--- src/rtl/scan_tx.sv ---
// rtl/scan_tx.sv - PS/2 scan-code serialiser: 4-entry byte FIFO, divided serial clock, MSB-first frames.
// Optional byte scrambling with a 16-bit LFSR key when SCAN_TX_CRYPT_EN is defined.
module scan_tx #(
    parameter int DIV     = 250,
    parameter int GAP_LEN = 4,
    parameter int DEPTH   = 4
) (
    input  logic       Clk,
    input  logic       Reset,
    input  logic [7:0] in_data,
    input  logic       in_valid,
    output logic       in_ready,
    output logic       serial_clk,
    output logic       serial_out,
    output logic       sending,
    output logic       overflow,
    output logic [2:0] fifo_count
);

    localparam logic [11:0] DIV_LAST = 12'(DIV - 1);
    localparam logic [3:0]  GAP_M1   = 4'(GAP_LEN - 1);
    localparam logic [2:0]  FULL     = 3'(DEPTH);

    typedef enum logic [1:0] {
        IDLE  = 2'd0,
        SHIFT = 2'd1,
        GAP   = 2'd2
    } state_t;

    logic [11:0] div_q, div_d;
    logic        sclk_q, sclk_d;
    logic        tick;

    logic [7:0]  mem_q [4];
    logic [7:0]  mem_d [4];
    logic [1:0]  wr_ptr_q, wr_ptr_d;
    logic [1:0]  rd_ptr_q, rd_ptr_d;
    logic [2:0]  count_q, count_d;
    logic        overflow_q, overflow_d;
    logic        push, pop;
    logic [7:0]  load_byte;

    state_t      state_q, state_d;
    logic [7:0]  shreg_q, shreg_d;
    logic [2:0]  idx_q, idx_d;
    logic [3:0]  gap_q, gap_d;
    logic        sout_q, sout_d;
    logic        sending_q, sending_d;

    // Tick is the Clk cycle in which serial_clk falls.
    always_comb begin
        div_d  = div_q;
        sclk_d = sclk_q;
        tick   = 1'b0;
        if (div_q == DIV_LAST) begin
            div_d  = '0;
            sclk_d = ~sclk_q;
            tick   = sclk_q;
        end else begin
            div_d = div_q + 12'd1;
        end
    end

    // in_ready comes from registered occupancy, so a pop never frees room for a same-cycle push.
    always_comb begin
        in_ready   = (count_q != FULL);
        push       = in_valid && in_ready;
        pop        = tick && (state_q == IDLE) && (count_q != 3'd0);
        overflow_d = overflow_q | (in_valid & ~in_ready);
        mem_d      = mem_q;
        wr_ptr_d   = wr_ptr_q;
        rd_ptr_d   = rd_ptr_q;
        count_d    = count_q;
        if (push) begin
            mem_d[wr_ptr_q] = in_data;
            wr_ptr_d        = wr_ptr_q + 2'd1;
        end
        if (pop) begin
            rd_ptr_d = rd_ptr_q + 2'd1;
        end
        case ({push, pop})
            2'b10:   count_d = count_q + 3'd1;
            2'b01:   count_d = count_q - 3'd1;
            default: count_d = count_q;
        endcase
    end

`ifdef SCAN_TX_CRYPT_EN
    logic [15:0] lfsr_q, lfsr_d;

    always_comb begin
        load_byte = mem_q[rd_ptr_q] ^ lfsr_q[7:0];
        lfsr_d    = lfsr_q;
        if (pop) begin
            lfsr_d = {lfsr_q[14:0], lfsr_q[15] ^ lfsr_q[13] ^ lfsr_q[12] ^ lfsr_q[10]};
        end
    end

    always_ff @(posedge Clk) begin
        if (Reset) begin
            lfsr_q <= 16'hFFFF;
        end else begin
            lfsr_q <= lfsr_d;
        end
    end
`else
    always_comb begin
        load_byte = mem_q[rd_ptr_q];
    end
`endif

    always_comb begin
        state_d   = state_q;
        shreg_d   = shreg_q;
        idx_d     = idx_q;
        gap_d     = gap_q;
        sout_d    = sout_q;
        sending_d = sending_q;
        if (tick) begin
            case (state_q)
                IDLE: begin
                    if (count_q != 3'd0) begin
                        shreg_d   = load_byte;
                        sout_d    = load_byte[7];
                        sending_d = 1'b1;
                        idx_d     = 3'd7;
                        state_d   = SHIFT;
                    end else begin
                        sout_d    = 1'b0;
                        sending_d = 1'b0;
                    end
                end
                SHIFT: begin
                    if (idx_q != 3'd0) begin
                        idx_d  = idx_q - 3'd1;
                        sout_d = shreg_q[idx_q - 3'd1];
                    end else begin
                        sout_d    = 1'b0;
                        sending_d = 1'b0;
                        gap_d     = GAP_M1;
                        state_d   = GAP;
                    end
                end
                GAP: begin
                    if (gap_q == 4'd0) begin
                        state_d = IDLE;
                    end else begin
                        gap_d = gap_q - 4'd1;
                    end
                end
                default: begin
                    state_d   = IDLE;
                    sout_d    = 1'b0;
                    sending_d = 1'b0;
                end
            endcase
        end
    end

    always_ff @(posedge Clk) begin
        if (Reset) begin
            div_q      <= '0;
            sclk_q     <= 1'b0;
            wr_ptr_q   <= '0;
            rd_ptr_q   <= '0;
            count_q    <= '0;
            overflow_q <= 1'b0;
            state_q    <= IDLE;
            shreg_q    <= '0;
            idx_q      <= '0;
            gap_q      <= '0;
            sout_q     <= 1'b0;
            sending_q  <= 1'b0;
        end else begin
            div_q      <= div_d;
            sclk_q     <= sclk_d;
            wr_ptr_q   <= wr_ptr_d;
            rd_ptr_q   <= rd_ptr_d;
            count_q    <= count_d;
            overflow_q <= overflow_d;
            state_q    <= state_d;
            shreg_q    <= shreg_d;
            idx_q      <= idx_d;
            gap_q      <= gap_d;
            sout_q     <= sout_d;
            sending_q  <= sending_d;
        end
    end

    // Buffer contents need no reset: occupancy alone decides what is valid.
    always_ff @(posedge Clk) begin
        mem_q <= mem_d;
    end

    assign serial_clk = sclk_q;
    assign serial_out = sout_q;
    assign sending    = sending_q;
    assign overflow   = overflow_q;
    assign fifo_count = count_q;

endmodule

--- config.mk ---
export PLATFORM = sky130hd
export DESIGN_NAME = scan_tx
export DESIGN_NICKNAME = d
export VERILOG_FILES = /design/src/rtl/scan_tx.sv
export SDC_FILE = /design/constraint.sdc
export NUM_CORES = 1
export LEC_CHECK = 0
export ABC_AREA = 1
export CAP_MARGIN = 0
export CORE_ASPECT_RATIO = 0.9
export CORE_UTILIZATION = 59
export DETAILED_ROUTE_END_ITERATION = 7
export GPL_ROUTABILITY_DRIVEN = 0
export PLACE_DENSITY = 0.77
export REMOVE_ABC_BUFFERS = 1
export SYNTH_ARGS = -nofsm -noshare
export SYNTH_HDL_FRONTEND = slang
export SYNTH_SLANG_ARGS = --single-unit
--- constraint.sdc ---
create_clock -name Clk -period 2.45 [get_ports Clk]
set_input_delay 0.49 -clock Clk [delete_from_list [all_inputs] [get_ports Clk]]
set_output_delay 0.49 -clock Clk [all_outputs]
set_load 0.02 [all_outputs]
# == Word level (Yosys, flattened, before mapping) ==
# Index checks and enable logic that the tools add are counted.
# op_classes
n_addsub,7
mul,0
div_mod_pow,0
n_lt_le_gt_ge,4
n_eq_ne,11
shift,0
muxes,26
bitwise_logic,7
n_reduce_logical,18
# ops
cell,count
$bwmux 32,1
$mux 8,3
$bmux 8 s2,1
$demux 8 s2,1
$add 12x1->12 const B,1
$eq 12x8->1 const B,1
$pmux 3 s2,2
$reduce_and 4->1,3
$mux 4,2
$ne 2x2->1 const B,4
$pmux 4 s2,1
$ge 3x3->1 const B,2
$mux 1,6
$mux 2,3
$mux 3,2
$not 2->3,2
$pmux 1 s3,2
$pmux 2 s3,1
$reduce_and 3->1,2
$reduce_bool 2->1,3
$reduce_bool 3->1,2
$sub 3x1->3 const B,2
$add 2x1->2 const B,2
$eq 2x1->1 const B,2
16 further kinds,22
# word_totals
regBits,72
latchBits,0
ram_bits,0
mem_bits_ro,0
in_bits,11
output_inout_bits,8
elab_cells,89
n_memories,0

# == Longest topological paths before layout ==
# Gate-level depths: netlist (run 1).
# logic_depth
word_depth,6
ltp_mapped,15
ltp_nobuf,14

# == Least setup slack after synthesis (run 1) ==
# No wires, ideal clock.
# synth_path
path_type,register -> register
start,reg div_q[0]
end,"reg count_q[2], in the netlist fifo_count[2]"
setup_time_ns,0.122
t_arrival_ns,2.086
required_ns,2.328
setup_slack_ns,0.242
stages_incl_launch_ff,14
n_path_buf,0
synth_period_minus_slack_ns,2.208
cell_sequence,dfxtp_1 -> ha_1 -> and3_2 -> nand3_4 -> nor2_4 -> nand2_1 -> clkinv_1 -> ha_1 -> inv_1 -> fa_1 -> a21oi_1 -> o21ai_0 -> o21ai_0 -> a21oi_1
# synth_via
elab_chain_len,6
word_cells_on_any_way,8
classes_between,eq/ne: 3; mux: 2; reduce/logical: 3
# synth_lines
element,line_no,rtl
start: declaration,30,"logic [11:0] div_q, div_d;"
start signal: assignment,175,div_q <= div_d;
$eq 12x8->1 (*),55,if (div_q == DIV_LAST) begin
$mux 1 (*),55,
$logic_and 1x1->1 (*) (2 in a row),68,pop = tick && (state_q == IDLE) && (count_q != 3'd0);
net pop,40,"logic push, pop;"
$eq 2x1->1 or $eq 2x2->1 (tied branches),81,"case ({push, pop})"
$pmux 3 s2 or $reduce_bool 2->1 (tied branches),--,
end signal: assignment,179,count_q <= count_d;
end: declaration,38,"logic [2:0] count_q, count_d;"
# Mark *: on every way through the listed nets, which the timed path passes. The rest lies on a longest branch.
# A chain may end at the register's enable or synchronous reset.

# == Worst setup path after layout (run 1) ==
# Same ends and word-level chain as after synthesis.

==> flow_metrics.py, run 1 <==
metrics = {
    "critical_path": {
        "r2r_end": "fifo_count[2]",
        "path_class": "reg2reg",
        "reg2regPathDepth": 13,
        "r2r_setup_slack_ns": 0.25,
        "arrival_ns": 2.43,
        "rr_startpoint": "div_q[0]",
        "worst-endpoint-required_ns": 2.68,
        "crit_path_max_fanout": 4,
        "worstSetupStartpointType": "register",
        "cp-end-kind": "register",
    },
    "routing": {
        "wl_um": 6220,
        "ant_nets": 0,
        "dr.pass1.iters": 4,
        "drc": 0,
        "drtIter0Drc": 98,
        "routedWlPerCell_um": 13.1,
        "vias": 2485,
        "viasPerCell": 5.23,
    },
    "cts": {
        "postCtsSetupBuffers": 0,
        "clkSlewWorstSetupHoldPaths_ns": 0.07,
        "insertion_delay_ns": 0.34,
        "ctsHoldBuffers": 0,
        "cts_root_buffer": "clkbuf_8",
        "cts-htree-levels": 3,
        "cts_tree": "yes",
        "cts_sinks": 72,
        "numCtsBuffers": 9,
        "ctsResizeCount": 0,
        "cts_buffer_depth": 2,
    },
    "floorplanning": {
        "fp.coreArea_sq_um": 5350,
        "initial_core_util_pct": 62.2,
        "die-area_sq_um": 5940,
        "num_rows": 25,
        "fp.dieH_um": 73.2,
        "ios": 19,
        "dieWidth_um": 81.1,
    },
    "place": {
        "dpl_cell_area_sq_um": 3580,
        "dp_hpwl_um": 4360,
        "io_buffers": 18,
    },
    "sta": {
        "max_freq_ghz": 0.454,
        "drv_slew": 0,
        "fin_worst_skew_ns": 0.00772,
        "min_period_ns": 2.20,
        "post-route-period-util_pct": 89.8,
        "setup_viol": 0,
        "hold_viol_final": 0,
        "slew-limit-headroom_pct": 66.9,
        "hold_ws_ns": 0.463,
        "rsz0062_at_grt": "false",
        "worst_pin_slew_ns": 0.496,
    },
    "logic_synthesis": {
        "synth_seq_cells": 72,
        "postSynth.asyncResetShare_pct": 0,
        "syn_avg_cell_area_sq_um": 8.91,
        "ys.flop_type": "dfxtp_1",
        "syn-instance-count": 373,
        "synth_edf_count": 32,
        "synth_area_sq_um": 3320,
        "synth.yosys.seq_area_share_pct": 53.0,
        "yosys_warnings": 0,
        "synth_cell_types": 38,
    },
    "power_and_ir_drop": {
        "leakagePower_nw": 1.47,
        "power.density_nw_per_um2": 648,
        "netSwitchingPower_mw": 0.541,
        "swShare_pct": 22.0,
        "clock_power_share_pct": 41.3,
        "combinationalPowerShare_pct": 5.8,
        "ir_worst_vdd_v": 0.000524,
        "seqPwrFrac_pct": 52.9,
        "p_int_mw": 1.92,
    },
    "worst_hold_path": {
        "min_path_type": "reg2reg",
        "hold_path_depth": 2,
        "holdPathEnd": "overflow",
        "min_from": "overflow",
    },
    "global_routing": {
        "antenna_found_initial": 0,
        "grt_pass1_wl_um": 10600,
        "grt_pass1_vias": 2377,
        "grt.total_usage_pct": 24.4,
        "grt_start_max_net_pins": 24,
        "grt_overflow_total": 0,
    },
    "layout": {
        "final_cell_mix": "nor2_1, nand2_1, inv_1, dfxtp_1, edfxtp_1",
        "diodes": 0,
        "area_delta_synth_final_pct": 14.3,
        "layout-drive-gt1-share_pct": 10.8,
        "nets": 425,
        "final_common_cell": "nor2_1",
        "design_area_sq_um": 3800,
    },
    "outcome": {
        "status": "complete, no violations",
    },
    "job": {
        "drv_cap": 0,
    },
}
## metal layers
metal / up-vias / wire length, um / global-route usage, %
li1: 1280 / - / -
met2: 56 / 3040 / 40.8
met3: 7 / 451 / 10.3
met1: 1142 / 2660 / 28.5
met5: - / 0 / 0
met4: 0 / 69 / 6.94
## per-stage QoR
step	power (mW)	util [%]	std cells	setup slack [ns]	TNS [ns]
6_report	2.46	71.0	475	0.249	0
5_1_grt	2.56	71.0	475	0.0643	0
2_1_floorplan	1.40	-	363	-0.180	-0.180
3_3_place_gp	1.47	67.0	459	0.317	0
4_1_cts	2.48	71.0	475	0.240	0
3_5_place_dp	1.47	67.0	459	0.248	0
## Yosys cell counts (3+ instances only)
master	instances	area (sq um)
a21oi_1	16	80.1
buf_2	3	15.0
dfxtp_1	40	801
edfxtp_1	32	961
ha_1	10	125
inv_1	49	184
nand2_1	55	206
nand3_1	19	95.1
nand4_1	5	31.3
nor2_1	61	229
nor2_2	3	18.8
nor2_4	3	33.8
nor3_1	3	15.0
o21ai_0	23	115
o21ai_1	13	65.1
o22ai_1	7	43.8
xor2_1	5	43.8
## layout make-up
cell class                      instances  area (sq um)
Multi-Input combinational cell        238          1270
Clock buffer                            9           124
Tap cell                               67          83.8
Inverter                               53           200
Fill cell                             420          1550
Clock inverter                          7          93.8
Sequential cell                        72          1760
Timing Repair Buffer                   29           263
## registers in the layout, summed over array words and instances, names as in the netlist
| name | count |
|---|---|
| div_q | 12 |
| wr_ptr_q | 2 |
| rd_ptr_q | 2 |
| sending | 1 |
| shreg_q | 8 |
| idx_q | 3 |
| serial_clk | 1 |
| fifo_count | 3 |
| state_q | 2 |
| serial_out | 1 |
| mem_q | 32 |
| gap_q | 4 |
| overflow | 1 |
## logic make-up after synthesis
| kind of cell | share of synthesized area, % |
|---|---|
| flip-flops | 53.0 |
| buffers and inverters | 8.69 |
| AND/OR/NAND/NOR | 22.3 |
| XOR/XNOR | 1.58 |
| adder cells (fa/ha/maj) | 4.37 |
| AO/OA/AOI/OAI | 10.1 |
## power by group through the flow
stage	registers, mW	clock network [mW]	logic [mW]
5_1_grt	1.31	1.09	0.160
4_1_cts	1.30	1.04	0.143
3_5_place_dp	1.33	0	0.141
2_1_floorplan	1.33	0	0.0710
3_3_place_gp	1.33	0	0.138
6_report	1.30	1.02	0.143
## worst max-delay path by stage
stage                  start  cells past startpoint  slack [ns]             to
CTS                 div_q[0]                     13        0.24  fifo_count[2]
global route        div_q[1]                     14        0.06  fifo_count[2]
detailed placement  in_valid                      9        0.25  fifo_count[2]
floorplan           div_q[0]                     13       -0.18  fifo_count[2]
global placement    in_valid                      9        0.32  fifo_count[2]
finish              div_q[0]                     13        0.25  fifo_count[2]
## worst max-delay path, stage by stage, from the launching register on
cell and delay (ns):
dfxtp_1 0.38, ha_1 0.15, and3_2 0.21, nand3_4 0.09, nor2_4 0.09, nand2_1 0.07
clkinv_1 0.06, ha_1 0.13, inv_1 0.06, fa_1 0.37, a21oi_1 0.14, o21ai_0 0.11
o21ai_0 0.16, a21oi_1 0.06
Note: power is estimated with default switching activity, not from simulation.
==> run 2: changes to the inputs <==
--- a/config.mk
+++ b/config.mk
@@ -11,6 +11,7 @@
 export CORE_UTILIZATION = 59
 export DETAILED_ROUTE_END_ITERATION = 7
 export GPL_ROUTABILITY_DRIVEN = 0
+export HOLD_SLACK_MARGIN = 0.12
 export PLACE_DENSITY = 0.77
 export REMOVE_ABC_BUFFERS = 1
 export SYNTH_ARGS = -nofsm -noshare
==> results of run 2 <==
The final DEF is identical to that of run 1; final timing and power are the same.
==> run 3: changes to the inputs <==
--- a/config.mk
+++ b/config.mk
@@ -9,6 +9,7 @@
 export CAP_MARGIN = 0
 export CORE_ASPECT_RATIO = 0.9
 export CORE_UTILIZATION = 59
+export CTS_CLUSTER_DIAMETER = 120
 export DETAILED_ROUTE_END_ITERATION = 7
 export GPL_ROUTABILITY_DRIVEN = 0
 export HOLD_SLACK_MARGIN = 0.12
==> results of run 3 <==
The final DEF is identical to that of run 1; final timing and power are the same.
